--- src/rtl/myproject_mac_share_sched_if.sv ---
// Requester/result handshake bundle for the shared-multiplier MAC scheduler.
// master = upstream lanes + result sink, slave = the scheduler.
interface myproject_mac_share_sched_if #(
  parameter int unsigned NUM_REQ   = 4,
  parameter int unsigned ID_W      = 2,
  parameter int unsigned ACC_WIDTH = 32
);
  logic [NUM_REQ-1:0]    req_valid;
  logic [NUM_REQ-1:0]    req_ready;
  logic [NUM_REQ*14-1:0] req_a;
  logic [NUM_REQ*18-1:0] req_b;
  logic [NUM_REQ-1:0]    req_last;
  logic                  res_valid;
  logic                  res_ready;
  logic [ID_W-1:0]       res_id;
  logic [ACC_WIDTH-1:0]  res_data;
  logic                  res_ovf;

  modport master (
    output req_valid, req_a, req_b, req_last, res_ready,
    input  req_ready, res_valid, res_id, res_data, res_ovf
  );

  modport slave (
    input  req_valid, req_a, req_b, req_last, res_ready,
    output req_ready, res_valid, res_id, res_data, res_ovf
  );
endinterface

--- src/rtl/myproject_mac_share_sched.sv ---
// Round-robin share of one 14s x 18s multiplier among NUM_REQ requesters, with a
// private saturating accumulator per requester and one tagged result per stream.
module myproject_mac_share_sched #(
  parameter int unsigned NUM_REQ   = 4,
  parameter int unsigned ID_W      = 2,
  parameter int unsigned ACC_WIDTH = 32
) (
  input  logic                              ap_clk,
  input  logic                              ap_rst,
  myproject_mac_share_sched_if.slave        bus,
  output logic                              busy
);

  localparam logic [ACC_WIDTH-1:0] AccMax = {1'b0, {(ACC_WIDTH-1){1'b1}}};
  localparam logic [ACC_WIDTH-1:0] AccMin = {1'b1, {(ACC_WIDTH-1){1'b0}}};

  logic                 stall;
  logic [ID_W-1:0]      ptr_q;
  logic                 hi_any, lo_any, grant_any;
  logic [ID_W-1:0]      hi_id, lo_id, grant_id;
  logic [NUM_REQ-1:0]   grant;

  logic                 s1_valid_q;
  logic [13:0]          s1_a_q;
  logic [17:0]          s1_b_q;
  logic                 s1_last_q;
  logic [ID_W-1:0]      s1_id_q;

  logic [ACC_WIDTH-1:0] acc_q [NUM_REQ];
  logic [NUM_REQ-1:0]   ovf_q;
  logic [NUM_REQ-1:0]   active_q;

  logic                 res_valid_q;
  logic [ID_W-1:0]      res_id_q;
  logic [ACC_WIDTH-1:0] res_data_q;
  logic                 res_ovf_q;

  logic [28:0]          a_ext, b_ext, prod;
  logic [ACC_WIDTH-1:0] acc_cur;
  logic [ACC_WIDTH:0]   sum;
  logic [ACC_WIDTH-1:0] sum_sat;
  logic                 clamp;

  assign stall = res_valid_q & ~bus.res_ready;

  // Lowest valid index above ptr wins; otherwise wrap to the lowest valid index.
  always_comb begin
    hi_any = 1'b0;
    lo_any = 1'b0;
    hi_id  = '0;
    lo_id  = '0;
    for (int i = NUM_REQ - 1; i >= 0; i--) begin
      if (bus.req_valid[i]) begin
        lo_any = 1'b1;
        lo_id  = ID_W'(i);
        if (ID_W'(i) > ptr_q) begin
          hi_any = 1'b1;
          hi_id  = ID_W'(i);
        end
      end
    end
    grant_any = ~stall & ~ap_rst & (hi_any | lo_any);
    grant_id  = hi_any ? hi_id : lo_id;
    grant     = grant_any ? (NUM_REQ'(1) << grant_id) : '0;
  end

  assign bus.req_ready = grant;

  always_ff @(posedge ap_clk) begin
    if (ap_rst) begin
      ptr_q      <= ID_W'(NUM_REQ - 1);
      s1_valid_q <= 1'b0;
      s1_a_q     <= '0;
      s1_b_q     <= '0;
      s1_last_q  <= 1'b0;
      s1_id_q    <= '0;
    end else if (!stall) begin
      s1_valid_q <= grant_any;
      if (grant_any) begin
        ptr_q     <= grant_id;
        s1_a_q    <= bus.req_a[14*grant_id +: 14];
        s1_b_q    <= bus.req_b[18*grant_id +: 18];
        s1_last_q <= bus.req_last[grant_id];
        s1_id_q   <= grant_id;
      end
    end
  end

  // Only the low 29 bits of the product are kept, so a 29-bit multiply suffices.
  always_comb begin
    a_ext   = {{15{s1_a_q[13]}}, s1_a_q};
    b_ext   = {{11{s1_b_q[17]}}, s1_b_q};
    prod    = a_ext * b_ext;
    acc_cur = acc_q[s1_id_q];
    sum     = {acc_cur[ACC_WIDTH-1], acc_cur} + {{(ACC_WIDTH-28){prod[28]}}, prod};
    clamp   = sum[ACC_WIDTH] ^ sum[ACC_WIDTH-1];
    sum_sat = sum[ACC_WIDTH-1:0];
    if (clamp) begin
      sum_sat = sum[ACC_WIDTH] ? AccMin : AccMax;
    end
  end

  always_ff @(posedge ap_clk) begin
    if (ap_rst) begin
      for (int i = 0; i < NUM_REQ; i++) begin
        acc_q[i] <= '0;
      end
      ovf_q       <= '0;
      active_q    <= '0;
      res_valid_q <= 1'b0;
      res_id_q    <= '0;
      res_data_q  <= '0;
      res_ovf_q   <= 1'b0;
    end else begin
      if (res_valid_q && bus.res_ready) begin
        res_valid_q <= 1'b0;
      end
      if (!stall && s1_valid_q) begin
        if (s1_last_q) begin
          res_valid_q       <= 1'b1;
          res_id_q          <= s1_id_q;
          res_data_q        <= sum_sat;
          res_ovf_q         <= ovf_q[s1_id_q] | clamp;
          acc_q[s1_id_q]    <= '0;
          ovf_q[s1_id_q]    <= 1'b0;
          active_q[s1_id_q] <= 1'b0;
        end else begin
          acc_q[s1_id_q]    <= sum_sat;
          ovf_q[s1_id_q]    <= ovf_q[s1_id_q] | clamp;
          active_q[s1_id_q] <= 1'b1;
        end
      end
    end
  end

  assign bus.res_valid = res_valid_q;
  assign bus.res_id    = res_id_q;
  assign bus.res_data  = res_data_q;
  assign bus.res_ovf   = res_ovf_q;

  assign busy = s1_valid_q | (|active_q) | res_valid_q;

endmodule

--- src/flat_wrapper.sv ---
// flat-port wrapper written by rule: the top's interface ports become plain ports
module myproject_mac_share_sched_flat 
#(
  parameter int unsigned NUM_REQ   = 4,
  parameter int unsigned ID_W      = 2,
  parameter int unsigned ACC_WIDTH = 32
)
  (ap_clk, ap_rst, busy, bus_req_valid, bus_req_a, bus_req_b, bus_req_last, bus_res_ready, bus_req_ready, bus_res_valid, bus_res_id, bus_res_data, bus_res_ovf);
  myproject_mac_share_sched_if #(.NUM_REQ(NUM_REQ), .ID_W(ID_W), .ACC_WIDTH(ACC_WIDTH)) bus_i ();
  input  logic ap_clk;
  input  logic ap_rst;
  output logic busy;
  input wire logic [$bits(bus_i.req_valid)-1:0] bus_req_valid;
  input wire logic [$bits(bus_i.req_a)-1:0] bus_req_a;
  input wire logic [$bits(bus_i.req_b)-1:0] bus_req_b;
  input wire logic [$bits(bus_i.req_last)-1:0] bus_req_last;
  input wire logic [$bits(bus_i.res_ready)-1:0] bus_res_ready;
  output wire logic [$bits(bus_i.req_ready)-1:0] bus_req_ready;
  output wire logic [$bits(bus_i.res_valid)-1:0] bus_res_valid;
  output wire logic [$bits(bus_i.res_id)-1:0] bus_res_id;
  output wire logic [$bits(bus_i.res_data)-1:0] bus_res_data;
  output wire logic [$bits(bus_i.res_ovf)-1:0] bus_res_ovf;
  assign bus_i.req_valid = bus_req_valid;
  assign bus_i.req_a = bus_req_a;
  assign bus_i.req_b = bus_req_b;
  assign bus_i.req_last = bus_req_last;
  assign bus_i.res_ready = bus_res_ready;
  assign bus_req_ready = bus_i.req_ready;
  assign bus_res_valid = bus_i.res_valid;
  assign bus_res_id = bus_i.res_id;
  assign bus_res_data = bus_i.res_data;
  assign bus_res_ovf = bus_i.res_ovf;
  myproject_mac_share_sched #(.NUM_REQ(NUM_REQ), .ID_W(ID_W), .ACC_WIDTH(ACC_WIDTH)) u_core (.ap_clk(ap_clk), .ap_rst(ap_rst), .bus(bus_i), .busy(busy));
endmodule
--- config.mk ---
export PLATFORM = sky130hd
export DESIGN_NAME = myproject_mac_share_sched_flat
export DESIGN_NICKNAME = d
export VERILOG_FILES = /design/src/rtl/myproject_mac_share_sched_if.sv /design/src/rtl/myproject_mac_share_sched.sv /design/src/flat_wrapper.sv
export SDC_FILE = /design/constraint.sdc
export NUM_CORES = 1
export LEC_CHECK = 0
export BUFFER_PORTS_ARGS = -buffer_cell sky130_fd_sc_hd__buf_2
export CORE_MARGIN = 1.5
export CORE_UTILIZATION = 30
export CTS_CLUSTER_DIAMETER = 50
export CTS_CLUSTER_SIZE = 12
export DETAILED_ROUTE_END_ITERATION = 10
export RECOVER_POWER = 50
export SETUP_SLACK_MARGIN = 0.3
export SLEW_MARGIN = 20
export SYNTH_ARGS = -nofsm -noshare
export SYNTH_HDL_FRONTEND = slang
export SYNTH_SLANG_ARGS = --single-unit
--- constraint.sdc ---
create_clock -name ap_clk -period 9.1 [get_ports ap_clk]
set_clock_uncertainty 0.1 [all_clocks]
set_input_delay 1.82 -clock ap_clk [delete_from_list [all_inputs] [get_ports ap_clk]]
set_output_delay 1.82 -clock ap_clk [all_outputs]
set_load 0.03 [all_outputs]
======== Word level (Yosys, flattened, before mapping) ========
Memory sizes are Yosys's and may differ from the RTL's. A register that Yosys moved wholly into a read port is not among the register bits.
Cells that the tools add are included.
word-level totals
  input port bits ......................... 139
  output and inout bits ................... 41
  RAM bits ................................ 128
  memories kept ........................... 1
  word-level logic and storage cells ...... 107
  register bits after elaboration ......... 82
operators by class
  bitwise operators ....................... 16
  multiply operators ...................... 3
  $add $sub $neg .......................... 1
  shift-type cells ........................ 3
  reductions and logical operators ........ 8
  $lt $le $gt $ge ......................... 7
  multiplexer cells ....................... 56
memory list
  memory        words  bits a word  rd ports  clocked after memory_dff  write ports  line                             RTL
  u_core.acc_q  4      32           1         1                         4            myproject_mac_share_sched.sv:29  logic [ACC_WIDTH-1:0] acc_q [NUM_REQ];
operators with widths
  cell                                                                            number
  32-bit 2-to-1 mux                                                               4
  72-bit by 8-bit indexed part select with 18-bit output                          1
  56-bit by 7-bit indexed part select with 14-bit output                          1
  32-bit by 29-bit adder with 33-bit output                                       1
  2-bit 2-to-1 mux                                                                16
  32-bit OR reduction                                                             1
  14-bit by 18-bit multiplier with 29-bit output                                  1
  1-bit 2-to-1 mux                                                                29
  4-bit 2-to-1 mux                                                                3
  4-bit bitwise AND                                                               2
  2-bit by 3-bit < comparator with 1-bit output, second input constant            2
  4-bit by 2-bit multiplier with 6-bit output, first input constant               1
  3-bit by 2-bit multiplier with 5-bit output, first input constant               1
  1-bit OR                                                                        5
  1-bit binary-select mux with 2-bit select                                       2
  4-bit bitwise mux                                                               1
  1-bit by 2-bit greater-than comparator with 1-bit output, first input constant  2
  2-bit greater-than comparator, first input constant                             2
  4-bit NOT                                                                       1
  4-bit OR                                                                        1
  2-bit AND reduction                                                             2
  4-bit OR reduction                                                              1
  1-bit by 2-bit << shifter with 4-bit output, first input constant               1
  1-bit bitwise AND                                                               3
  6 further kinds                                                                 10

======== Longest topological paths before layout ========
Gate-level depths: netlist of the first run.
  depth in word-level cells ............... 14
  gate-level depth with buffers ........... 40
  mapped depth without buffers ............ 37

======== Least setup slack after synthesis of the first run ========
OpenSTA, ideal clock, no wires.
  path kind ............................... register -> register
  start ................................... register u_core.s1_b_q[6]
  end ..................................... memory u_core.acc_q[2][18] (data pin)
  setup slack ............................. 376 ps
  data required time ...................... 8734 ps
  setup time .............................. 266 ps
  buffers on the path ..................... 3
  clock period less this slack ............ 8724 ps
  arrival time ............................ 8358 ps
  cell stages (with the launch flop) ...... 37
  path through ............................ dfxtp_1 > clkbuf_1 > and2_1 > fa_1 > inv_1 > fa_1 > inv_1 > fa_1 > inv_1 > fa_1 > inv_1 > fa_1 > inv_1 > fa_1 > inv_1 > ha_1 > or2_2 > nor2_1 > a21oi_1 > o21ai_0 > a21oi_1 > a41o_1 > o41ai_1 > o21bai_1 > a21oi_1 > xnor2_1 > ha_1 > and3_1 > nand3_1 > o41ai_2 > a41oi_4 > xnor2_2 > nand2_4 > nand2b_1 > buf_2 > buf_4 > nor2_1
RTL lines
  element                 line                             RTL
  from (decl)             myproject_mac_share_sched.sv:25  logic [17:0] s1_b_q;
  from (signal assigned)  myproject_mac_share_sched.sv:82  s1_b_q <= bus.req_b[18*grant_id +: 18];
  to (decl)               myproject_mac_share_sched.sv:29

==> results of run 1 <==
==> area by class of cell <==
cell class,count,area (um^2)
fill,6665,42000
multi-input combinational,1573,13300
sequential,212,5570
timing repair buffer,292,1830
tap,864,1080
inverter,283,1060
clock buffer,38,717
clock inverter,11,135
==> synthesized netlist by cell type (50+ instances only) <==
| master | instances |
|---|---|
| nand2_1 | 306 |
| inv_1 | 282 |
| fa_1 | 224 |
| nor2_1 | 194 |
| and2_1 | 140 |
| edfxtp_1 | 128 |
| nand3_1 | 116 |
| ha_1 | 103 |
| clkbuf_1 | 87 |
| dfxtp_1 | 84 |
| o21ai_0 | 74 |
| a21oi_1 | 65 |
| nand2b_1 | 51 |
| xnor2_1 | 50 |
==> kinds of logic (layout without fill, tap and decap cells) <==
group,Yosys count,after routing
AO/OA/AOI/OAI,258,258
buffers and inverters,395,624
XOR/XNOR,59,59
AND/OR/NAND/NOR,890,890
multiplexers,36,36
adder cells (fa/ha/maj),330,330
flip-flops,212,212
==> cells in the final DEF (no fill, tap or decap), types with 5 or more instances in the layout <==
cell       Yosys  final
nor2_1       194    175
o21ai_0       74     70
ha_1         103     96
and2_1       140    137
fa_1         224    222
o21a_1         7      6
nand3_1      116    115
ha_4           0      6
buf_12         0      6
inv_1        282    277
nand2_1      306    306
xnor2_1       50     50
nand2b_1      51     50
nor2_2         0     11
inv_2          0      5
a21oi_1       65     54
mux4_2        33     33
buf_4          2     89
a21oi_2        5     12
nor2b_1       20     20
buf_2          9    142
dfxtp_2        0     18
nor3_1        21     17
clkbuf_1      87     54
xor2_1         7      7
edfxtp_1     128    128
buf_6          1      8
o21bai_1       6      6
and3_1         6      5
clkbuf_16      0     29
a21o_1        15     15
o21ai_1       34     33
nor2_4         1      9
a211oi_1      14     14
dfxtp_4        0      6
nand3b_1       6      6
dfxtp_1       84     60
==> through the flow <==
stage | setup slack, ns | util, % | instances | hold WS [ns] | cell area [um^2]
finish | 0.541 | 36.1 | 3273 | 0.348 | 23700
global placement | 0.310 | 33.7 | 3195 | 0.335 | 22200
detailed placement | 0.238 | 33.7 | 3195 | 0.341 | 22200
floorplan | 0.376 | - | 2180 | 0.345 | 19900
CTS | 0.287 | 35.1 | 3244 | 0.350 | 23000
global route | 0.174 | 36.1 | 3273 | 0.366 | 23700
==> sequential cells by signal, indices dropped and copies added (netlist names), 2 cells and up, named ones only <==
signal               cells
u_core.acc_q           128
u_core.ovf_q             4
u_core.ptr_q             2
u_core.s1_a_q           14
u_core.s1_b_q           18
u_core.bus.res_data     32
u_core.bus.res_id        2
u_core.s1_id_q           2
==> repair_timing <==
action                                  CTS  global route
endpoints found under the setup margin   82           164
resized for setup                         5           133
cloned                                    0             2
buffers inserted                          0            27
pin swaps                                 0            43
==> how the worst max path moves through the flow <==
stage	cells after the start	slack, ns	start	to
after detailed placement	36	0.24	u_core.s1_a_q[2]	u_core.acc_q[1][17]
after CTS	33	0.29	u_core.s1_b_q[5]	u_core.acc_q[2][10]
after floorplan	36	0.38	u_core.s1_b_q[6]	u_core.acc_q[2][18]
final	35	0.54	u_core.s1_b_q[5]	u_core.acc_q[0][0]
after global routing	40	0.17	u_core.s1_a_q[2]	u_core.acc_q[0][1]
after global placement	39	0.31	u_core.s1_b_q[7]	u_core.acc_q[0][10]
==> tightest hold or removal path, stage by stage, from the launching register on <==
cell	delay (ns)
dfxtp_1	0.31
nand2_1	0.05
o21ai_1	0.05
==> routing by layer <==
layer  track usage (%)  vias up  wire length, um
li1                  -     7473                -
met3              1.35       34             2190
met5                 0        -                0
met1              21.2     7774            23700
met2              27.3      335            27400
met4              2.95        0              703
==> run metrics, run 1 <==
Syn Inst Count=between 2k and 2.5k; Setup TNS Final=0 ns; I/O pin total=180; Initial Utilization=30.3%; dpl hpwl=41.5 mm; Synth top area share=around 22%; Synth area leader=fa_1; main combinational cell family by area after synthesis=adder cells; crit-path leading delay family=adder cells; Hold Crit Depth=2; post-synthesis mux area share=3.88%; top_reg_cell synth=edfxtp_1; pin count of the biggest net entering global routing=67; via count=15.6k; Period Utilization, post-route=94.0%; first-pass GRT wire length=84.7 mm; highest clock rate=117 MHz; Worst R2R Start=u_core.s1_b_q[5]; core area=65700 um^2; Antenna Violating Nets Remaining=0; Buffers & Inverters on Critical Path=8; Post-synth EDFFs=128; Worst R2R Path Depth=35; Pins Over Slew Limit=273; compound-cell area share of the yosys netlist=7.83%; Starting DRT DRC Count=1134; ys async rst share=0%; antenna cell count=0; synth warn=0; fraction of layout cells with a size suffix above 1=18.3%; Synth Area in Simple Gates=21.2%; Longest Clk Path Bufs=3; Max Cap Viol=7; Seq/Total Area, Yosys=27.7%; vias per inst=4.77; top cells by area, synth=fa_1, edfxtp_1, dfxtp_1; Worst path max stage delay=roughly 0.59 ns; Congestion Overflow GR=0; number of cell rows=94; clk_lat worst skew=roughly 0.57 ns; number of global-route vias before repair=15.4k; status=complete, but fails checks; CP Class=flop to flop; Max-Slew Margin vs Limit=-82.2%; CTS Root Cell=clkbuf_16; Max FO, Critical Path=9; CTS tree=built; CP Launch Type=flop; Synth Area in Adders=29.1%; number of remaining DRC errors=0; CP Capture Type=flop; worst endpoint required time=9.37 ns; Placer Congestion=0.857; slowest CP cell=fa_1; chip width=261 um; CP most frequent cell=fa_1; GRT Util Overall=15.7%; failing checks=capacitance limit, slew limit; reg-to-reg setup timing slack=0.54 ns; min cycle time layout=8.56 ns; Initial DRT Pass Iterations=5; Layout area overhead=19.0%; XOR/XNOR share of the synthesized area=2.70%; worst hold path type=flop to flop; Post-layout nets=2855; Synth cell types=74; average footprint of a synthesized cell=9.14 um^2; IO Port Bufs=approximately 180; H-tree levels=1; die area=68000 um^2; initial antenna violation count=0; CTS buffer count=27; Mapped Area=19900 um^2; final WL=54.0 mm; WL per Instance=16.5 um; Mapped Nets=around 2.6k; Hold Crit Start=u_core.bus.res_data[18]; critical path arrival=8.83 ns; Final setup viols=0; Min-Delay Endpoint=u_core.bus.res_data[18]; Critical R2R Capture=u_core.acc_q[0][0]; Hold Fails Final Rpt=0; CTS clk-pin slew, worst paths=roughly 0.06 ns; Die Ht=261 um; worst-margin pin slew=2.73 ns; hold_buf cts=0; CTS Sinks=212; RSZ-0062 raised after global routing=true; Yosys reg bits=roughly 210
Power of run 1 is not shown: default switching activity piles up to over one toggle a cycle in this logic, so the estimate is an artifact.
==> run 2, diff against run 1 <==
- ABC_AREA: unset -> 1
==> run 2 against run 1 <==
- the run still ends with capacitance limit, slew limit left
- core utilization shrank 1.2 points
- setup slack better by 0.31 ns
- cell area decreased by 1.4%
- non-clock buffer count fell by 55
- via count grew 9.0%
- fmax rose by 3.8%
- count of clock-buffer cells in the layout up 3
- die area up 1.8%
- sequential share of layout area is 0.31 points higher
- routed wire length increased by 9.0%
- highest routed layer is now met5
==> run metrics, run 2 <==
core area=67000 um^2 (was 65700 um^2); status=complete, but fails checks (unchanged); Congestion Overflow GR=0 (unchanged); Max FO, Critical Path=13 (was 9); Synth top area share=22.1% (was 22.5%); CP most frequent cell=nand2_1 (was fa_1); CP Launch Type=flop (unchanged); top_reg_cell synth=edfxtp_1 (unchanged); vias per inst=4.66 (was 4.77); hold_buf cts=0 (unchanged); IO Port Bufs=179 (unchanged); pin count of the biggest net entering global routing=66 (was 67); CTS Sinks=212 (unchanged); I/O pin total=180 (unchanged); WL per Instance=16.1 um (was 16.5 um); CTS Root Cell=clkbuf_16 (unchanged); clk_lat worst skew=0.59 ns (was 0.57 ns); Synth cell types=46 (was 74); fraction of layout cells with a size suffix above 1=11.5% (was 18.3%); GRT Util Overall=17.1% (was 15.7%); slowest CP cell=fa_1 (unchanged); average footprint of a synthesized cell=7.81 um^2 (was 9.14 um^2); Max Cap Viol=8 (was 7); Final setup viols=0 (unchanged); min cycle time layout=8.24 ns (was 8.56 ns); final WL=58.9 mm (was 54.0 mm); Pins Over Slew Limit=286 (was 273); initial antenna violation count=1 (was 0); Post-layout nets=3218 (was 2855); Max-Slew Margin vs Limit=-75.9% (was -82.2%); RSZ-0062 raised after global routing=false (was true); Worst path max stage delay=0.53 ns (was 0.59 ns); most common cell after layout, fill and taps aside=nand2_1 (unchanged); top cells by area, synth=fa_1, edfxtp_1, nand2_1 (was fa_1, edfxtp_1, dfxtp_1); highest clock rate=121 MHz (was 117 MHz); Seq/Total Area, Yosys=27.2% (was 27.7%); synth warn=0 (unchanged); Mapped Nets=3064 (was 2646); Syn Inst Count=2598 (was 2180); CTS clk-pin slew, worst paths=0.06 ns (about the same); Layout area overhead=15.2% (was 19.0%); number of remaining DRC errors=0 (unchanged); antenna cell count=0 (unchanged); Setup TNS Final=0 ns (unchanged); CP Class=flop to flop (unchanged); Placer Congestion=0.836 (was 0.857); CP Capture Type=flop (unchanged); worst-margin pin slew=2.64 ns (was 2.73 ns); number of cell rows=95 (was 94); ys async rst share=0% (unchanged); critical path arrival=8.47 ns (was 8.83 ns); chip width=263 um (was 261 um); Antenna Violating Nets Remaining=0 (unchanged); worst endpoint required time=9.33 ns (was 9.37 ns); largest register by flop count=u_core.acc_q (unchanged); Hold Crit Depth=2 (unchanged); Starting DRT DRC Count=1083 (was 1134); CTS tree=built (unchanged); Longest Clk Path Bufs=3 (unchanged); Post-synth top cells=nand2_1, inv_1, nor2_1 (was nand2_1, inv_1, fa_1); most used cells in the layout excluding fill and tap cells=nand2_1, inv_1, fa_1 (unchanged); Post-synth EDFFs=128 (unchanged); via count=17.0k (was 15.6k); failing checks=capacitance limit, slew limit (unchanged); die area=69200 um^2 (was 68000 um^2); hold slack=0.387 ns (was 0.348 ns); H-tree levels=1 (unchanged); Mapped Area=20300 um^2 (was 19900 um^2); Largest register FFs=128 (unchanged); Synth area leader=fa_1 (unchanged); CTS buffer count=31 (was 27); first-pass GRT wire length=93.2 mm (was 84.7 mm); number of global-route vias before repair=16.8k (was 15.4k); Die Ht=263 um (was 261 um); dpl hpwl=43.5 mm (was 41.5 mm); Initial Utilization=30.3% (about the same); Period Utilization, post-route=90.6% (was 94.0%); worst hold path type=flop to flop (unchanged); top-count cell post-synth=nand2_1 (unchanged); Initial DRT Pass Iterations=5 (unchanged); Yosys reg bits=212 (unchanged); Hold Fails Final Rpt=0 (unchanged); Worst R2R Path Depth=46 (was 35)
run 2: final cells by class:
type | instances | area [um^2]
fill | 7141 | 43700
multi-input combinational | 1708 | 12300
sequential | 212 | 5560
inverter | 562 | 2110
timing repair buffer | 237 | 1290
tap | 873 | 1090
clock buffer | 41 | 875
clock inverter | 16 | 174
run 2: final timing paths:
| kind | start | end | slack, ns |
|---|---|---|---|
| setup / recovery | u_core.s1_a_q[2] | u_core.acc_q[0][12] | 0.86 |
| hold / removal | flop | flop | 0.39 |
| setup reg to reg | u_core.s1_a_q[2] | u_core.acc_q[0][12] | 0.86 |
| hold reg to reg | flop | flop | 0.39 |
run 2: metal layers:
layer	part of all wire, %	vias to the layer above	global-route usage [%]
met2	45	541	27.2
met5	0.019	-	0
met3	8.0	63	3.23
li1	-	8266	-
met4	1.9	2	3.25
met1	45	8143	24.1
run 2: kinds of logic (layout without fill, tap and decap cells):
kind of cell             count (synthesis)  count (layout)  share of synthesized area [%]
AND/OR/NAND/NOR                       1014            1014                           20.2
buffers and inverters                  678             856                           12.7
adder cells (fa/ha/maj)                327             327                           28.5
AO/OA/AOI/OAI                          312             312                           8.96
flip-flops                             212             212                           27.2
XOR/XNOR                                55              55                           2.41
run 2: worst max-delay path: cells and delay by family (launching register included):
kind,cells,cell delay (ns)
adder cells (fa/ha/maj),8,3.70
buffers and inverters,12,0.86
XOR/XNOR,1,0.16
flip-flops,1,0.41
AO/OA/AOI/OAI,3,0.48
AND/OR/NAND/NOR,22,2.22
run 2: stage by stage:
stage | std cells | util [%] | instance area (um^2) | setup slack, ns
final | 3649 | 34.9 | 23400 | 0.856
after global routing | 3649 | 34.9 | 23400 | 0.272
after detailed placement | 3591 | 33.2 | 22300 | 0.177
after CTS | 3648 | 34.8 | 23300 | 0.310
after global placement | 3591 | 33.2 | 22300 | 0.279
after floorplan | 2598 | - | 20300 | 1.18
run 2: repair_timing:
action,in CTS,in global routing
endpoints found under the setup margin,103,165
resized for setup,3,38
buffers inserted,0,0
pin swaps,0,2
cloned,0,1
Power of run 2 is left out for the same reason.
